$ cat src/rtl/pe_gen.sv
// pe_gen: parametrised fixed-point systolic PE with weight- and output-stationary modes.
// Define PE_GEN_SAT_EN to clamp product/sum reductions instead of wrapping them.
module pe_gen #(
    parameter int unsigned DATA_WIDTH = 16,
    parameter int unsigned FRAC_BITS  = 8
) (
    input  logic                         clk,
    input  logic                         rst,
    input  logic                         pe_enabled,
    input  logic                         pe_mode,
    input  logic signed [DATA_WIDTH-1:0] pe_input_in,
    input  logic                         pe_valid_in,
    input  logic signed [DATA_WIDTH-1:0] pe_weight_in,
    input  logic                         pe_accept_w_in,
    input  logic                         pe_switch_in,
    input  logic signed [DATA_WIDTH-1:0] pe_psum_in,
    input  logic                         pe_psum_valid_in,
    input  logic                         pe_drain_in,
    output logic signed [DATA_WIDTH-1:0] pe_input_out,
    output logic signed [DATA_WIDTH-1:0] pe_weight_out,
    output logic signed [DATA_WIDTH-1:0] pe_psum_out,
    output logic                         pe_valid_out,
    output logic                         pe_switch_out,
    output logic                         pe_drain_out,
    output logic                         pe_psum_valid_out,
    output logic                         pe_overflow
);

    localparam int unsigned W  = DATA_WIDTH;
    localparam int unsigned PW = 2 * DATA_WIDTH;
    localparam logic signed [PW-1:0] RND = {{(PW-1){1'b0}}, 1'b1} << (FRAC_BITS - 1);
`ifdef PE_GEN_SAT_EN
    localparam logic signed [W-1:0] SMAX = {1'b0, {(W-1){1'b1}}};
    localparam logic signed [W-1:0] SMIN = {1'b1, {(W-1){1'b0}}};
`endif

    if (FRAC_BITS < 1 || FRAC_BITS > DATA_WIDTH - 2) begin : g_bad_frac
        $error("pe_gen: FRAC_BITS must lie in 1..DATA_WIDTH-2");
    end

    function automatic logic signed [PW-1:0] sext(input logic signed [W-1:0] v);
        return {{(PW-W){v[W-1]}}, v};
    endfunction

    // Returns {overflow, reduced value}; overflow means the top W+1 bits are not all sign.
    function automatic logic [W:0] reduce(input logic signed [PW-1:0] v);
        logic         ovf;
        logic [W-1:0] r;
        ovf = (v[PW-1:W-1] != {(W+1){1'b0}}) && (v[PW-1:W-1] != {(W+1){1'b1}});
`ifdef PE_GEN_SAT_EN
        r = ovf ? (v[PW-1] ? SMIN : SMAX) : v[W-1:0];
`else
        r = v[W-1:0];
`endif
        return {ovf, r};
    endfunction

    logic signed [W-1:0] input_q, input_d;
    logic signed [W-1:0] weight_q, weight_d;
    logic signed [W-1:0] psum_q, psum_d;
    logic signed [W-1:0] acc_q, acc_d;
    logic signed [W-1:0] w_active_q, w_active_d;
    logic signed [W-1:0] w_inactive_q, w_inactive_d;
    logic                valid_q, valid_d;
    logic                switch_q, switch_d;
    logic                drain_q, drain_d;
    logic                psum_valid_q, psum_valid_d;
    logic                overflow_q, overflow_d;

    logic signed [PW-1:0] prod_full, prod_shift, sum_full;
    logic [W:0]           prod_red, sum_red;
    logic signed [W-1:0]  prod, sum_a, sum, acc_next;
    logic                 ovf_event;

    // Datapath: the multiplier only ever sees the registered active weight.
    always_comb begin
        prod_full  = sext(pe_input_in) * sext(w_active_q);
        prod_shift = (prod_full + RND) >>> FRAC_BITS;
        prod_red   = reduce(prod_shift);
        prod       = prod_red[W-1:0];
        sum_a      = pe_mode ? acc_q : pe_psum_in;
        sum_full   = sext(sum_a) + sext(prod);
        sum_red    = reduce(sum_full);
        sum        = sum_red[W-1:0];
        acc_next   = pe_valid_in ? sum : acc_q;
        ovf_event  = pe_valid_in && (prod_red[W] || sum_red[W]);
    end

    always_comb begin
        input_d      = pe_valid_in ? pe_input_in : '0;
        valid_d      = pe_valid_in;
        switch_d     = pe_switch_in;
        drain_d      = pe_drain_in;
        weight_d     = pe_accept_w_in ? pe_weight_in : '0;
        w_inactive_d = pe_accept_w_in ? pe_weight_in : w_inactive_q;
        w_active_d   = pe_switch_in ? w_inactive_q : w_active_q;
        overflow_d   = overflow_q | ovf_event;
        acc_d        = acc_q;
        psum_d       = psum_q;
        psum_valid_d = psum_valid_q;
        if (!pe_mode) begin
            acc_d        = '0;
            psum_d       = pe_valid_in ? sum : '0;
            psum_valid_d = pe_valid_in;
        end else if (pe_drain_in) begin
            acc_d        = '0;
            psum_d       = acc_next;
            psum_valid_d = 1'b1;
        end else begin
            acc_d        = acc_next;
            psum_d       = pe_psum_in;
            psum_valid_d = pe_psum_valid_in;
        end
    end

    always_ff @(posedge clk or posedge rst) begin
        if (rst) begin
            input_q      <= '0;
            weight_q     <= '0;
            psum_q       <= '0;
            acc_q        <= '0;
            w_active_q   <= '0;
            w_inactive_q <= '0;
            valid_q      <= 1'b0;
            switch_q     <= 1'b0;
            drain_q      <= 1'b0;
            psum_valid_q <= 1'b0;
            overflow_q   <= 1'b0;
        end else if (pe_enabled) begin
            input_q      <= input_d;
            weight_q     <= weight_d;
            psum_q       <= psum_d;
            acc_q        <= acc_d;
            w_active_q   <= w_active_d;
            w_inactive_q <= w_inactive_d;
            valid_q      <= valid_d;
            switch_q     <= switch_d;
            drain_q      <= drain_d;
            psum_valid_q <= psum_valid_d;
            overflow_q   <= overflow_d;
        end
    end

    assign pe_input_out      = input_q;
    assign pe_weight_out     = weight_q;
    assign pe_psum_out       = psum_q;
    assign pe_valid_out      = valid_q;
    assign pe_switch_out     = switch_q;
    assign pe_drain_out      = drain_q;
    assign pe_psum_valid_out = psum_valid_q;
    assign pe_overflow       = overflow_q;

endmodule
$ cat config.mk
export PLATFORM = sky130hd
export DESIGN_NAME = pe_gen
export DESIGN_NICKNAME = d
export VERILOG_FILES = /design/src/rtl/pe_gen.sv
export SDC_FILE = /design/constraint.sdc
export NUM_CORES = 1
export LEC_CHECK = 0
export ABC_AREA = 0
export CORE_ASPECT_RATIO = 1.75
export CORE_MARGIN = 1
export CORE_UTILIZATION = 40
export DETAILED_ROUTE_END_ITERATION = 6
export DONT_BUFFER_PORTS = 1
export HOLD_SLACK_MARGIN = 0.15
export PLACE_DENSITY = 0.52
export SYNTH_ARGS = -nofsm -noshare
export SYNTH_HDL_FRONTEND = slang
export SYNTH_SLANG_ARGS = --single-unit
$ cat constraint.sdc
create_clock -name clk -period 8.4 [get_ports clk]
set_input_delay 0.84 -clock clk [delete_from_list [all_inputs] [get_ports clk]]
set_output_delay 0.84 -clock clk [all_outputs]
set_load 0.05 [all_outputs]
* After elaboration in Yosys (flattened, before gate mapping)
Cells that the tools add are included.
Widths: inputs -> output; s select.
** Storage, ports and cells
- Flip-flop bits (word level) :: 101
- Input bits :: 57
- Output and inout bits :: 53
- Logic and storage cells :: 36
** Cells by class
- $add $sub $neg :: 2
- $mul :: 1
- Equal/unequal tests :: 2
- Multiplexer cells :: 11
- Bitwise logic cells :: 1
- Reduce and logical (&&, ||, !) cells :: 8
** Operators by type and width (count)
- $mux 16 :: 9
- $ne 17x17->1 const B :: 2
- $reduce_bool 17->1 :: 2
- $add 32x9->32 const B :: 1
- $mul 16x16->32 :: 1
- $add 16x16->17 :: 1
- $reduce_and 2->1 :: 2
- $logic_and 1x1->1 :: 3
- $mux 1 :: 2
- $logic_or 1x1->1 :: 1
- $or 1x1->1 :: 1

* Longest topological paths before layout
- Depth in word-level cells :: 8
- Depth in mapped cells :: 32
- Depth with buffers taken out :: 31

* Worst setup path before layout
Ideal clock, no wire load.
- Kind :: input to register
- From :: input port pe_input_in[7]
- To :: register overflow_q, in the netlist pe_overflow
- Library setup time :: 0.132 ns
- Arrival :: 7.648 ns
- Data required time :: 8.268 ns
- Slack :: 0.620 ns
- Stages :: 32
- Path buffers :: 1
- Cell sequence :: clkbuf_1 -> nand2_1 -> fa_1 -> inv_1 -> fa_1 -> inv_1 -> fa_1 -> inv_1 -> fa_1 -> fa_1 -> inv_1 -> fa_1 -> inv_1 -> ha_1 -> nand2_1 -> o21ai_2 -> a211oi_4 -> nor2_1 -> nand2_1 -> a21boi_0 -> nor2_1 -> xnor2_1 -> ha_1 -> a21oi_1 -> o21ai_0 -> a2111oi_2 -> or3_1 -> a31oi_1 -> a311oi_1 -> o21ai_1 -> nor2_1 -> a221oi_2
** On the way
- Longest elaborated chain between the ends :: 8
- Elaborated cells between the ends (all ways) :: 12
- Classes of those cells :: 2 x add/sub; 1 x mul; 2 x eq/ne; 1 x bitwise; 6 x reduce/logical
** Ends and longest elaborated chain
- start: declaration :: RTL line 11 : input logic signed [DATA_WIDTH-1:0] pe_input_in,
- $mul 16x16->32 * :: RTL line 77 : prod_full = sext(pe_input_in) * sext(w_active_q);
- $add 32x9->32 * :: RTL line 78 : prod_shift = (prod_full + RND) >>> FRAC_BITS;
- $add 16x16->17 :: RTL line 82 : sum_full = sext(sum_a) + sext(prod);
- $ne 17x17->1 or $reduce_bool 17->1 (tied branches) :: RTL line 49 : ovf = (v[PW-1:W-1] != {(W+1){1'b0}}) && (v[PW-1:W-1] != {(W+1){1'b1}});
- $logic_and 1x1->1 :: RTL line 49
- $logic_or 1x1->1 * :: RTL line 86 : ovf_event = pe_valid_in && (prod_red[W] || sum_red[W]);
- $logic_and 1x1->1 * :: RTL line 86
- $or 1x1->1 * :: RTL line 97 : overflow_d = overflow_q | ovf_event;
- end signal: assignment :: RTL line 140 : overflow_q <= overflow_d;
- end: declaration :: RTL line 68 : logic overflow_q, overflow_d;
Every way passes the cells marked *; elsewhere a longest branch is shown, timed or not.
A chain may end at the register's enable or synchronous reset.

* Worst setup path in the final report
- From :: register w_active_q[4]
- To :: register overflow_q, in the netlist pe_overflow
** On the way
- Longest elaborated chain between the ends :: 8
- Elaborated cells between the ends (all ways) :: 12
- Classes of those cells :: 2 x add/sub; 1 x mul; 2 x eq/ne; 1 x bitwise; 6 x reduce/logical
** Ends and longest elaborated chain
- start: declaration :: RTL line 62 : logic signed [W-1:0] w_active_q, w_active_d;
- start signal: assignment :: RTL line 134 : w_active_q <= w_active_d;
- $mul 16x16->32 * :: RTL line 77
- $add 32x9->32 * :: RTL line 78
- $add 16x16->17 :: RTL line 82
- $ne 17x17->1 or $reduce_bool 17->1 (tied branches) :: RTL line 49
- $logic_and 1x1->1 :: RTL line 49
- $logic_or 1x1->1 * :: RTL line 86
- $logic_and 1x1->1 * :: RTL line 86
- $or 1x1->1 * :: RTL line 97
Marked as above.

==> metrics.yaml <==
sta:
  max-slew-margin-rel_pct: 39.5
  grt_setup_unrepaired: "false"
  fin_tns_setup_ns: 0
  max_freq_ghz: 0.129
  period_minus_slack_ns: 7.78
  hold_violations: 0
  worst_pin_slew_ns: 0.906
  finClkSkew_ns: 0.0103
  min_period_over_period_pct: 92.6
  finalSetupViolations: 0
  final-max-slew-violation-count: 0
placement:
  portBuffers: 0
  dp_hpwl_mm: 31.2
  gp_congestion: 0.821
finish:
  area_growth_pct: 5.37
  drive_above_1_share_pct: 5.68
  nets: 1993
  fill_cells: 3655
  diodes: 0
global_route:
  grt_max_degree: 93
  gr-total-overflow: 0
  grt_pass1_vias: 11800
  track_usage_pct: 22.1
  antenna_found_initial: 0
  grt_pass1_wl_mm: 64.6
clocking:
  numCtsBuffers: 9
  htree_levels: 3
  tritoncts_num_sinks: 101
  path_clk_slew_ns: 0.09
  cts_hold_buf: 0
  cts_root_buffer: "clkbuf_16"
  cts_tree: "built"
  cts_buffer_depth: 2
  insertion_delay_ns: 0.37
yosys:
  synth_cell_types: 59
  avgSynthCellArea_um2: 9.18
  yosysWarnings: 0
  synth-edff-count: 0
  postSynthCellCount: 1613
  synth_seq_cells: 101
  synth_most_common_cell: "inv_1"
  async_flop_share_pct: 100
  synth_top_area_cell: "fa_1"
  synthSimpleGateAreaFrac_pct: 14.7
  ys_top_cells_by_count: "356 x inv_1, 263 x fa_1, 206 x nand2_1"
  synth-adder-area-share_pct: 43.4
  synth_fp_nets: 2026
  synth_compound_area_share_pct: 10.4
  muxShareOfSynthArea_pct: 1.52
  ys_seq_area_share_pct: 17.1
  synth_xor_xnor_area_share_pct: 2.17
  synth_top_family_by_area: "adder cells"
  synth_top_area_share_pct: 35.6
  synth_ff_type: "dfrtp_1"
  syn_area_um2: 14800
  synthTopCellsByArea: "fa_1 36%, dfrtp_1 17%, inv_1 9.0%"
route:
  viasPerCell: 5.11
  drtIter0Drc: 479
  drcViolationCount: 0
  ant_nets: 0
  wl_per_cell_um: 18.9
  vias: 10500
  dr.pass1.iters: 4
  routed_wl_mm: 38.8
floorplan:
  rows: 92
  num_io_pins: 110
  start_util_pct: 40.8
  core_area_um2: 36300
  die_w_um: 147
  dieArea_um2: 37800
  die_h_um: 257
flow_run:
  maxCapViolations: 0
setup_path:
  cp_slowest_cell: "dfrtp_1"
  cp.arrival_ns: 8.03
  required_ns: 8.65
  critPathTopFamily: "adder cells"
  timing.rr.start: "w_active_q[4]"
  critical_path_buf_inv_count: 3
  crit_top_cell: "fa_1"
  worst-path-max-fanout: 10
  critPathMaxStageDelay_ns: 0.56
  worstSetupStartpointType: "flip-flop"
  endpoint_kind: "flip-flop"
  critPathLaunch: "w_active_q[4]"
  path_class: "reg2reg"
hold_path:
  hold_class: "in2async"
run_status:
  status: "finished clean"
-- cells by family (layout without fill, tap and decap cells) --
family	after synthesis	count (layout)
xor+xnor	35	35
flops	101	101
fa+ha+maj	356	356
compound gates	230	230
buf+inv	418	390
mux	20	20
simple gates	453	453
-- registers in the layout (all words and copies together) (netlist names), 16 cells and up --
register	count
w_inactive_q	16
pe_weight_out	16
pe_psum_out	16
pe_input_out	16
acc_q	16
w_active_q	16
-- through the flow --
step	hold WS [ns]	cells	cell area [µm²]	utilization, %	setup WS, ns
2_1_floorplan	0.442	1613	14800	-	0.620
3_3_place_gp	0.460	2038	15300	42.1	0.349
3_5_place_dp	0.460	2038	15300	42.1	0.312
4_1_cts	0.477	2054	15600	43.0	0.335
5_1_grt	0.509	2055	15600	43.0	0.0755
6_report	0.458	2055	15600	43.0	0.623
-- per-layer routing --
layer / track usage [%] / vias up / wire [µm]
li1: - / 4858 / -
met1: 27.7 / 5387 / 15900
met2: 39.9 / 217 / 20700
met3: 2.54 / 49 / 1340
met4: 5.73 / 0 / 807
met5: 0 / - / 0
-- final cells by class --
type                       count  area [µm²]  area share (%)
sequential                   101        2540            16.3
clock buffer                   9         225            1.44
tap                          470         588            3.77
timing repair buffer          18         135           0.866
clock inverter                 7        91.3           0.585
multi-input combinational   1094       10700            68.5
inverter                     356        1340            8.58
-- cell usage in the layout (no fill, tap or decap), types with 8 or more instances in the layout --
cell type  synthesis  layout
a21o_1             9       9
a21oi_1           48      48
a22o_1            15      15
a22oi_1           13      13
and2_1           138     138
buf_4              0      18
clkbuf_16          0       9
dfrtp_1          101      94
fa_1             263     263
ha_1              93      93
inv_1            356     355
mux2_2            20      20
nand2_1          206     206
nand3_1           25      25
nor2_1            58      58
o211ai_1           8       8
o21ai_0           79      79
xnor2_1           26      26
xor2_1             8       8
-- worst paths after layout --
path,depth (start not counted),end,slack [ns]
min in group clk,2,w_inactive_q[2],0.48
max,29,pe_overflow,0.62
max reg2reg,29,pe_overflow,0.62
min reg2reg,2,w_inactive_q[2],0.48
min,1,pe_input_out[13],0.46
max in group asynchronous,2,w_active_q[5],6.77
-- timing repair --
action                                  in CTS  in global routing
endpoints found under the hold margin        0                  0
resized for setup                            0                  8
setup buffers                                0                  1
endpoints found under the setup margin       0                  3
Power is left out: the tool's default activity adds up to more than one toggle a clock period on the data nets, which glitch-free logic cannot reach.
